$ cat src/rtl/axi_rd_arb.sv
// Read-side AXI controller: arbitrates I-cache refills and D-cache reads onto one
// AR/R channel pair, one outstanding transaction, and interlocks with the write engine.
module axi_rd_arb #(
  parameter int I_BYTES_PER_LINE = 16,
  parameter int D_BYTES_PER_LINE = 16
) (
  input  logic        clk,
  input  logic        resetn,
  // I-cache
  input  logic        i_rd_req,
  input  logic [31:0] i_rd_addr,
  output logic        i_rd_rdy,
  output logic        i_ret_valid,
  output logic        i_ret_last,
  output logic [31:0] i_ret_data,
  // D-cache
  input  logic        d_rd_req,
  input  logic [31:0] d_rd_addr,
  input  logic        d_rd_burst,
  input  logic [1:0]  d_rd_size,
  output logic        d_rd_rdy,
  output logic        d_ret_valid,
  output logic        d_ret_last,
  output logic [31:0] d_ret_data,
  // write engine interlock
  input  logic        wr_idle,
  output logic        read_unfinish,
  // AR
  output logic [3:0]  arid,
  output logic [31:0] araddr,
  output logic [7:0]  arlen,
  output logic [2:0]  arsize,
  output logic [1:0]  arburst,
  output logic [1:0]  arlock,
  output logic [3:0]  arcache,
  output logic [2:0]  arprot,
  output logic        arvalid,
  input  logic        arready,
  // R
  input  logic [3:0]  rid,
  input  logic [31:0] rdata,
  input  logic [1:0]  rresp,
  input  logic        rlast,
  input  logic        rvalid,
  output logic        rready
);

  localparam logic [7:0] I_LEN = 8'(I_BYTES_PER_LINE / 4 - 1);
  localparam logic [7:0] D_LEN = 8'(D_BYTES_PER_LINE / 4 - 1);

  typedef enum logic [1:0] {S_IDLE, S_AR, S_R} state_t;

  state_t      state, state_nxt;
  logic        rr, rr_nxt;
  logic        grant_i, grant_d;
  logic        own_d;
  logic [31:0] addr_q;
  logic        burst_q;
  logic [1:0]  size_q;

  logic i_elig, d_elig, d_single, in_r;
  logic unused_r;

  assign i_elig   = i_rd_req & wr_idle;
  assign d_elig   = d_rd_req & wr_idle;
  assign unused_r = ^{rid, rresp};

  // NOTE: every output of this block gets a default first so no latch is inferred.
  always_comb begin
    state_nxt = state;
    rr_nxt    = rr;
    grant_i   = 1'b0;
    grant_d   = 1'b0;
    unique case (state)
      S_IDLE: begin
        if (d_elig && (!i_elig || !rr)) grant_d = 1'b1;
        else if (i_elig)                grant_i = 1'b1;
        // On contention rr is left pointing at the loser.
        if (i_elig && d_elig) rr_nxt = grant_d;
        if (grant_i || grant_d) state_nxt = S_AR;
      end
      S_AR: if (arready)          state_nxt = S_R;
      S_R:  if (rvalid && rlast)  state_nxt = S_IDLE;
      default:                    state_nxt = S_IDLE;
    endcase
  end

  // NOTE: sequential state is updated with non-blocking assignments only.
  always_ff @(posedge clk) begin
    if (!resetn) begin
      state   <= S_IDLE;
      rr      <= 1'b0;
      own_d   <= 1'b0;
      addr_q  <= '0;
      burst_q <= 1'b0;
      size_q  <= '0;
    end else begin
      state <= state_nxt;
      rr    <= rr_nxt;
      if (grant_i || grant_d) begin
        own_d   <= grant_d;
        addr_q  <= grant_d ? d_rd_addr  : i_rd_addr;
        burst_q <= grant_d ? d_rd_burst : 1'b1;
        size_q  <= grant_d ? d_rd_size  : 2'd2;
      end
    end
  end

  assign i_rd_rdy      = grant_i;
  assign d_rd_rdy      = grant_d;
  assign read_unfinish = (state != S_IDLE);

  // Uncached D reads are a single FIXED beat of 2^size bytes; everything else is a line burst.
  assign d_single = own_d & ~burst_q;
  assign arvalid  = (state == S_AR);
  assign arid     = {3'b000, own_d};
  assign araddr   = addr_q;
  assign arlen    = !own_d ? I_LEN : (burst_q ? D_LEN : 8'd0);
  assign arsize   = d_single ? {1'b0, size_q} : 3'd2;
  assign arburst  = d_single ? 2'b00 : 2'b01;
  assign arlock   = 2'b00;
  assign arcache  = 4'b0000;
  assign arprot   = 3'b000;

  assign in_r        = (state == S_R);
  assign rready      = in_r;
  assign i_ret_valid = in_r & ~own_d & rvalid;
  assign d_ret_valid = in_r &  own_d & rvalid;
  assign i_ret_last  = in_r & ~own_d & rlast;
  assign d_ret_last  = in_r &  own_d & rlast;
  assign i_ret_data  = rdata;
  assign d_ret_data  = rdata;

endmodule

$ cat config.mk
export PLATFORM = sky130hd
export DESIGN_NAME = axi_rd_arb
export DESIGN_NICKNAME = d
export VERILOG_FILES = /design/src/rtl/axi_rd_arb.sv
export SDC_FILE = /design/constraint.sdc
export NUM_CORES = 1
export LEC_CHECK = 0
export ABC_AREA = 1
export ABC_CLOCK_PERIOD_IN_PS = 1100
export CORE_ASPECT_RATIO = 0.7
export CORE_MARGIN = 1
export CORE_UTILIZATION = 29
export DETAILED_ROUTE_END_ITERATION = 7
export PLACE_DENSITY = 0.79
export SLEW_MARGIN = 0
export SYNTH_ARGS = -nofsm -noshare
export SYNTH_HDL_FRONTEND = slang
export SYNTH_SLANG_ARGS = --single-unit
$ cat constraint.sdc
create_clock -name clk -period 1.1 [get_ports clk]
set_input_delay 0.22 -clock clk [delete_from_list [all_inputs] [get_ports clk]]
set_output_delay 0.22 -clock clk [all_outputs]
set_load 0.02 [all_outputs]
# Word level (Yosys, flattened, before mapping)
# Cells that the tools add are included.
[word_totals] reg_bits=39 input_bits=113 out_inout_bits=131 word_cells=52
[op_classes] eq_ne=5 mux=18 n_bitwise=11 n_reduce_logical=12
[ops] cell="$mux 32" n=1
[ops] cell="$mux 2" n=7
[ops] cell="$and 1x1->1" n=9
[ops] cell="$mux 1" n=9
[ops] cell="$pmux 2 s3" n=1
[ops] cell="$ne 2x1->1 const B" n=2
[ops] cell="$logic_and 1x1->1" n=3
[ops] cell="$logic_or 1x1->1" n=3
[ops] cell="$reduce_and 3->1" n=1
[ops] cell="$eq 2x1->1 const B" n=1
[ops] cell="$eq 2x2->1 const B" n=1
[ops] cell="$logic_not 1->1" n=2
[ops] cell="$logic_not 2->1" n=1
[ops] cell="$ne 2x2->1 const B" n=1
[ops] cell="$not 1->1" n=2
[ops] cell="$reduce_and 2->1" n=1
[ops] cell="$reduce_bool 2->1" n=1

# Longest topological paths before layout
# Gate-level depths: netlist of run 1.
[depth] word_depth=9 ltp_mapped=9 ltp_nobuf=7

# Least setup slack after synthesis of run 1
# Ideal clock, no wire load.
[synth_path] path_type="register -> output" from="reg state[1]" to="out d_ret_last" arrival_time_ps=1192 t_required_ps=880 slack_ps=-312 path_stages_with_launch=5 n_path_buf=0 path_cell_list="dfxtp_1 > inv_2 > nor2_1 > nand2_1 > nor2_1"
[synth_via] elab_chain_len=3
[synth_lines] item="start: declaration" line_no="53" source="state_t state, state_nxt;"
[synth_lines] item="start signal: assignment" line_no="98" source="state <= state_nxt;"
[synth_lines] item="$eq 2x2->1" line_no="125" source="assign in_r = (state == S_R);"
[synth_lines] item="named net rready" line_no="45" source="output logic rready"
[synth_lines] item="$and 1x1->1 (2 in series)" line_no="130" source="assign d_ret_last = in_r & own_d & rlast;"
[synth_lines] item="end: declaration" line_no="23" source="output logic d_ret_last,"
# The timed path passes the listed nets, and every way through them passes these cells.

# Worst setup path after layout of run 1
[layout_path] from="reg state[1]" to="out i_ret_last"
[layout_via] elab_chain_len=3
[layout_lines] item="$eq 2x2->1" line_no="125"
[layout_lines] item="$and 1x1->1 (2 in series)" line_no="129" source="assign i_ret_last = in_r & ~own_d & rlast;"
[layout_lines] item="end: declaration" line_no="14" source="output logic i_ret_last,"
# Every way passes these cells.

==> reports/results.ini, run 1 <==
[outcome]
outcome=complete, but fails checks
violations=negative setup slack

[floorplanning]
die_x_um=118
io_pins=244
num_rows=29
dieArea_sq_um=9840
core_area_sq_um=9110
start_util=0.301
die_h_um=83.3

[job]
maxCapViolCount=0

[power]
p_int_w=0.00344
p_leak_nw=2.13
pwr-share-clk=0.345
power_density_nw_per_um2=1160
p_seq_frac=0.323
p_sw_w=0.00152
p_sw_frac=0.306
ir_worst_vdd_uv=648
p_comb_frac=0.332

[clock_tree]
clock_path_buffers=2
cts_htree_levels=2
cts_tree=built
cts_buffers=5
insertion_delay_ns=0.28
holdBufCountCts=0
clkTransAtPathRegs_ns=0.06
clkSinkCount=39
cts_root_buf=clkbuf_16

[worst_hold_path]
min_to=rr
worstHoldPathCells=4
min_from=d_rd_req
hold_path.class=in -> reg

[worst_setup_path]
path_class=reg -> out
reg2reg_depth=10
critPathMaxFanout=3
worst_ep_required_time_ns=0.88
worstPathArrival_ns=1.18
r2r_slack_ns=-0.25
reg2reg_to=araddr[26]
timing.rr.start=state[0]
cp-start-kind=register
endpoint_kind=output port
cp-startpoint=state[1]

[synthesis]
synth_top_family_by_area=buffers and inverters
synthMuxAreaShare=0
syn-instance-count=403
synth_simple_gate_area_frac=0.338
syn_area_sq_um=2740
yosysWarningCount=0
avgSynthCellArea_sq_um=6.79
synth_seq_cells=39
yosys.area_share.xor_xnor=0
synth_fa_ha_area_frac=0
synth_cell_types=18
synth-seq-area-share=0.285
synth-compound-area-share=0.0201

[route]
first_iter_violations=114
dr.pass1.iters=4
vias=2779
viasPerCell=4.60
drc=0
detail-route-antenna-nets=0
wirelength_mm=9.29
wl_per_cell_um=15.4

[layout]
fillers=941
fin_util=0.468
n_antenna_cell=0
instances_no_fill=604
num-nets-final=592
drive_above_1_share=0.348
final_cell_mix=nand3_1 (88), clkdlybuf4s50_1 (71), nand2_1 (43)
areaGrowthSynthToFinish_pct=55.6
final_common_cell=nand3_1

[placed_design]
dp_hpwl_mm=5.46
gp_congestion=0.742
io_buffers=121
placedCellCount=579

[timing]
rsz0062_at_grt=yes
layout_setup_ws_ns=-0.296
period_share=1.27
fin_crit_ns=1.40
fmax_ghz=0.716
setup_viol=53
slew_violations=0
timing_hold_violations_final=0
fin_skew_ns=0.00338

[global_routing]
grt_usage=0.176
overflow=0
grt_pass1_vias=2610
grt_max_degree=36
grt_antenna_before_repair=0
grt_pass1_wl_mm=13.6

==> timing repair <==
item / 4_1_cts / 5_1_grt
setup buffers: 7 / 2
pin swaps: 5 / 21
endpoints found under the setup margin: 85 / 58
gates resized for setup: 251 / 61
cloned: 5 / 4
endpoints found under the hold margin: 0 / 0
==> power by group through the flow <==
stage	clock network (W)	registers (W)	logic, W
after global placement	0	0.00162	0.00135
final	0.00171	0.00160	0.00165
after detailed placement	0	0.00162	0.00138
after CTS	0.00175	0.00159	0.00150
after floorplan	0	0.00173	0.00100
after global routing	0.00183	0.00161	0.00176
==> sequential cells by signal (all words and copies together), names as in the netlist <==
register	cells
araddr	32
burst_q	1
own_d	1
rr	1
size_q	2
state	2
==> synthesized netlist by cell type (all sizes together) <==
master,instances,area [sq um]
o21ai,3,15.0
or2,1,6.26
dfxtp,39,781
nand3,127,648
buf,108,796
a21oi,8,40.0
inv,46,173
clkbuf,1,3.75
nor2,15,61.3
conb,1,3.75
nand2,54,210
==> routing by layer <==
layer	vias up	wire (um)	global-route usage
met5	-	0	0
met4	0	99	0.0408
met3	13	715	0.0680
met2	136	4320	0.283
met1	1296	4160	0.221
li1	1334	-	-
==> critical path, stage by stage, from the launching register on <==
cell and delay, ns:
dfxtp_4 0.37, inv_4 0.04, nor2_4 0.13, nand2_2 0.08, nor2_2 0.13, buf_6 0.13
==> layout make-up <==
type                       count  area (sq um)  share of cell area
sequential                    39           792               0.186
tap                          124           155              0.0364
inverter                      46           178              0.0417
clock buffer                   6           139              0.0326
clock inverter                 2          35.0             0.00822
multi-input combinational    228          1350               0.317
timing repair buffer         159          1610               0.378
==> worst max-delay path by stage <==
stage,end,slack (ns),depth (start not counted)
after detailed placement,i_rd_rdy,-0.81,6
after global routing,i_ret_last,-0.36,5
after CTS,i_rd_rdy,-0.29,4
after floorplan,araddr[15],-0.04,8
after global placement,i_rd_rdy,-0.78,6
final,i_ret_last,-0.30,5
==> logic make-up (layout without fill, tap and decap cells) <==
logic type / count (synthesis) / count (layout)
other: 1 / 20
AOI/OAI and AO/OA: 11 / 11
and+or+nand+nor: 197 / 197
DFF: 39 / 39
buffers and inverters: 155 / 213
==> metrics by stage <==
stage / total power (W) / cell area [sq um] / hold slack [ns] / setup TNS (ns) / setup slack (ns)
detailed placement: 0.00300 / 3620 / 0.440 / -34.07 / -0.813
global route: 0.00520 / 4260 / 0.423 / -13.95 / -0.357
floorplan: 0.00273 / 2870 / 0.358 / -1.38 / -0.0435
CTS: 0.00485 / 3960 / 0.365 / -10.61 / -0.293
global placement: 0.00297 / 3620 / 0.440 / -30.59 / -0.783
finish: 0.00495 / 4260 / 0.399 / -10.59 / -0.296
(Power assumes the default switching activity.)
==> run 2, diff against run 1 <==
- ABC_AREA: 1 -> not set
- CELL_PAD_IN_SITES_DETAIL_PLACEMENT: not set -> 0
- CELL_PAD_IN_SITES_GLOBAL_PLACEMENT: not set -> 2
- CORE_UTILIZATION: 29 -> 13
- PLACE_DENSITY: 0.79 -> not set
- PLACE_DENSITY_LB_ADDON: not set -> 0.1
==> run 2 against run 1 <==
  * The run still ends with negative setup slack left
  * Combinational power fell by 15%
  * Sequential share of layout area up 0.40 points
  * Worst hold slack better by 0.041 ns
  * Cell area down 2.6%
  * Clock power grew 4%
  * Non-clock buffer count is 23 higher
  * Critical endpoint is now araddr[13]
  * Largest cell class unchanged
  * Highest routed layer is now met5
==> reports/results.ini, run 2 <==
[outcome]
outcome=complete, but fails checks  ; unchanged
violations=negative setup slack  ; unchanged

[synthesis]
synth_top_area_frac=0.310  ; was 0.285
syn-instance-count=288  ; was 403
yosysWarningCount=0  ; unchanged
synth_seq_cells=39  ; unchanged
yosysTopAreaCell=dfxtp_1  ; unchanged
avgSynthCellArea_sq_um=8.76  ; was 6.79 sq um
yosysMostFrequentCell=buf_4  ; was nand3_1
synth_cell_types=37  ; was 18
ys_async_sr_fraction=0  ; unchanged
syn_area_sq_um=2520  ; was 2740 sq um
synthTopCellsByArea=dfxtp_1 (31%), buf_4 (26%), a221o_1 (7.9%)  ; was dfxtp_1 (29%), buf_4 (24%), nand3_1 (23%)
synthTopCellsByCount=buf_4 (87), dfxtp_1 (39), nand2_1 (38)  ; was nand3_1 (126), buf_4 (88), nand2_1 (51)
synth-edff-count=0  ; unchanged
synthFlopType=dfxtp_1  ; unchanged
synth-seq-area-share=0.310  ; was 0.285

[worst_setup_path]
critPathMaxFanout=10  ; was 3
worst_ep_required_time_ns=1.33  ; was 0.88 ns
endpoint_kind=register  ; was output port
cp-start-kind=register  ; unchanged
r2r_slack_ns=-0.47  ; was -0.25 ns
path_class=reg -> reg  ; was reg -> out
worstPathArrival_ns=1.80  ; was 1.18 ns

[timing]
layout_setup_ws_ns=-0.475  ; was -0.296 ns
timing_hold_violations_final=0  ; unchanged
fin_skew_ns=0.00791  ; was 0.00338 ns
setup_viol=53  ; unchanged
slew_violations=0  ; unchanged
fin_crit_ns=1.57  ; was 1.40 ns
period_share=1.43  ; was 1.27
rsz0062_at_grt=yes  ; unchanged
fmax_ghz=0.635  ; was 0.716 GHz

[power]
ir_worst_vdd_uv=488  ; was 648 uV
p_sw_w=0.00136  ; was 0.00152 W
p_int_w=0.00340  ; was 0.00344 W
power_density_nw_per_um2=1150  ; was 1160 nW/um^2
p_seq_frac=0.333  ; was 0.323
p_sw_frac=0.286  ; was 0.306
pwr-share-clk=0.372  ; was 0.345
p_leak_nw=1.74  ; was 2.13 nW
p_comb_frac=0.295  ; was 0.332

[placed_design]
place_ws_ns=-0.949  ; was -0.813 ns
placedCellCount=632  ; was 579
io_buffers=121  ; unchanged
dpl_cell_area_sq_um=3780  ; was 3620 sq um
gp_congestion=0.631  ; was 0.742
dp_hpwl_mm=6.64  ; was 5.46 mm

[global_routing]
grt_antenna_before_repair=1  ; was 0
overflow=0  ; unchanged
grt_max_degree=29  ; was 36
grt_usage=0.0936  ; was 0.176
grt_pass1_wl_mm=14.0  ; was 13.6 mm
grt_pass1_vias=2379  ; was 2610

[floorplanning]
die_h_um=119  ; was 83.3 um
start_util=0.133  ; was 0.301
io_pins=244  ; unchanged
dieArea_sq_um=20000  ; was 9840 sq um
core_area_sq_um=19000  ; was 9110 sq um
die_x_um=168  ; was 118 um
num_rows=42  ; was 29

[route]
wirelength_mm=9.39  ; was 9.29 mm
drc=0  ; unchanged
dr_wl_met3_um=746  ; was 715 um
vias=2283  ; was 2779
first_iter_violations=133  ; was 114
routed.top_layer=met5  ; was met4
viasPerCell=3.48  ; was 4.60
dr.pass1.iters=4  ; unchanged
wl_per_cell_um=14.3  ; was 15.4 um
wl_met1_mm=4.77  ; was 4.16 mm
routed-wl-met2_mm=3.82  ; was 4.32 mm
detail-route-antenna-nets=0  ; unchanged

[clock_tree]
clkSinkCount=39  ; unchanged
clkTransAtPathRegs_ns=0.07  ; was 0.06 ns
clock_path_buffers=2  ; unchanged
cts_root_buf=clkbuf_16  ; unchanged
cts_buffers=5  ; unchanged
insertion_delay_ns=0.29  ; was 0.28 ns
cts_tree=built  ; unchanged
holdBufCountCts=0  ; unchanged
cts_htree_levels=2  ; unchanged

[worst_hold_path]
hold_path.class=in -> out  ; was in -> reg

[layout]
drive_above_1_share=0.395  ; was 0.348
largest_register_ffs=32  ; unchanged
multi_input_area_sq_um=1110  ; was 1350 sq um
final_common_cell=clkdlybuf4s50_1  ; was nand3_1
postLayoutCellArea_sq_um=4150  ; was 4260 sq um
fin_util=0.219  ; was 0.468
num-nets-final=504  ; was 592
areaGrowthSynthToFinish_pct=64.5  ; was 55.6%
fillers=2096  ; was 941
n_antenna_cell=0  ; unchanged
instances_no_fill=656  ; was 604
seq_area_sq_um=788  ; was 792 sq um
final_cell_mix=clkdlybuf4s50_1 (71), nand2_1 (38), buf_4 (36)  ; was nand3_1 (88), clkdlybuf4s50_1 (71), nand2_1 (43)

[job]
maxCapViolCount=0  ; unchanged

[run 2: cell count changes after synthesis, sizes merged, moves of 12 or more]
| cell | before | now |
|---|---|---|
| nand2 | 54 | 38 |
| a21oi | 8 | 32 |
| nand3 | 127 | 2 |
| nor2 | 15 | 3 |
| inv | 46 | 6 |
| buf | 108 | 93 |
| a221o | 0 | 28 |
[run 2: power by group through the flow]
stage	Combinational, W	Sequential, W	Clock (W)
2_1_floorplan	0.000851	0.00172	0
3_3_place_gp	0.00136	0.00162	0
3_5_place_dp	0.00134	0.00162	0
4_1_cts	0.00137	0.00159	0.00188
5_1_grt	0.00150	0.00160	0.00192
6_report	0.00140	0.00159	0.00177
[run 2: final cells by class]
type / count / area share
Multi-Input combinational cell: 157 / 0.268
Tap cell: 264 / 0.0796
Clock inverter: 2 / 0.00844
Timing Repair Buffer: 182 / 0.415
Inverter: 6 / 0.00543
Clock buffer: 6 / 0.0335
Sequential cell: 39 / 0.190
[run 2: logic make-up (layout without fill, tap and decap cells)]
kind of cell    after synthesis  count (layout)  share of synthesized area
mux                           1               1                    0.00397
simple gates                 63              63                      0.125
flops                        39              39                      0.310
compound gates               73              73                      0.227
other cells                   1              20                    0.00149
buf+inv                     111             196                      0.333
[run 2: layer usage]
metal  vias up  GRT usage
met2       115      0.133
met3         6     0.0348
met1      1046      0.134
li1       1114          -
met5         -          0
met4         2     0.0153
[run 2: worst paths after layout]
check / depth (start not counted) / startpoint / endpoint
worst max-delay path: 6 / state[1] / araddr[13]
worst min register to register: 2 / araddr[25] / araddr[25]
worst max register to register: 6 / state[1] / araddr[13]
worst min-delay path: 0 / rdata[27] / i_ret_data[27]
[run 2: what timing repair did]
| item | CTS | global route |
|---|---|---|
| gates resized for setup | 248 | 16 |
| buffers inserted | 10 | 7 |
| setup endpoints to repair | 85 | 54 |
| pin swaps | 8 | 16 |
| cloned | 1 | 1 |
[run 2: worst max-delay path, stage by stage (launching register included)]
cell,delay [ns]
dfxtp_2,0.34
buf_12,0.13
or3b_4,0.44
nor3_4,0.17
buf_6,0.14
buf_12,0.13
a221o_1,0.15
[run 2: through the flow]
stage / setup TNS [ns] / hold WS, ns / power, W
6_report: -19.03 / 0.440 / 0.00476
5_1_grt: -21.40 / 0.440 / 0.00503
4_1_cts: -20.02 / 0.440 / 0.00484
3_5_place_dp: -37.54 / 0.440 / 0.00296
3_3_place_gp: -38.12 / 0.440 / 0.00298
2_1_floorplan: -11.87 / 0.358 / 0.00257
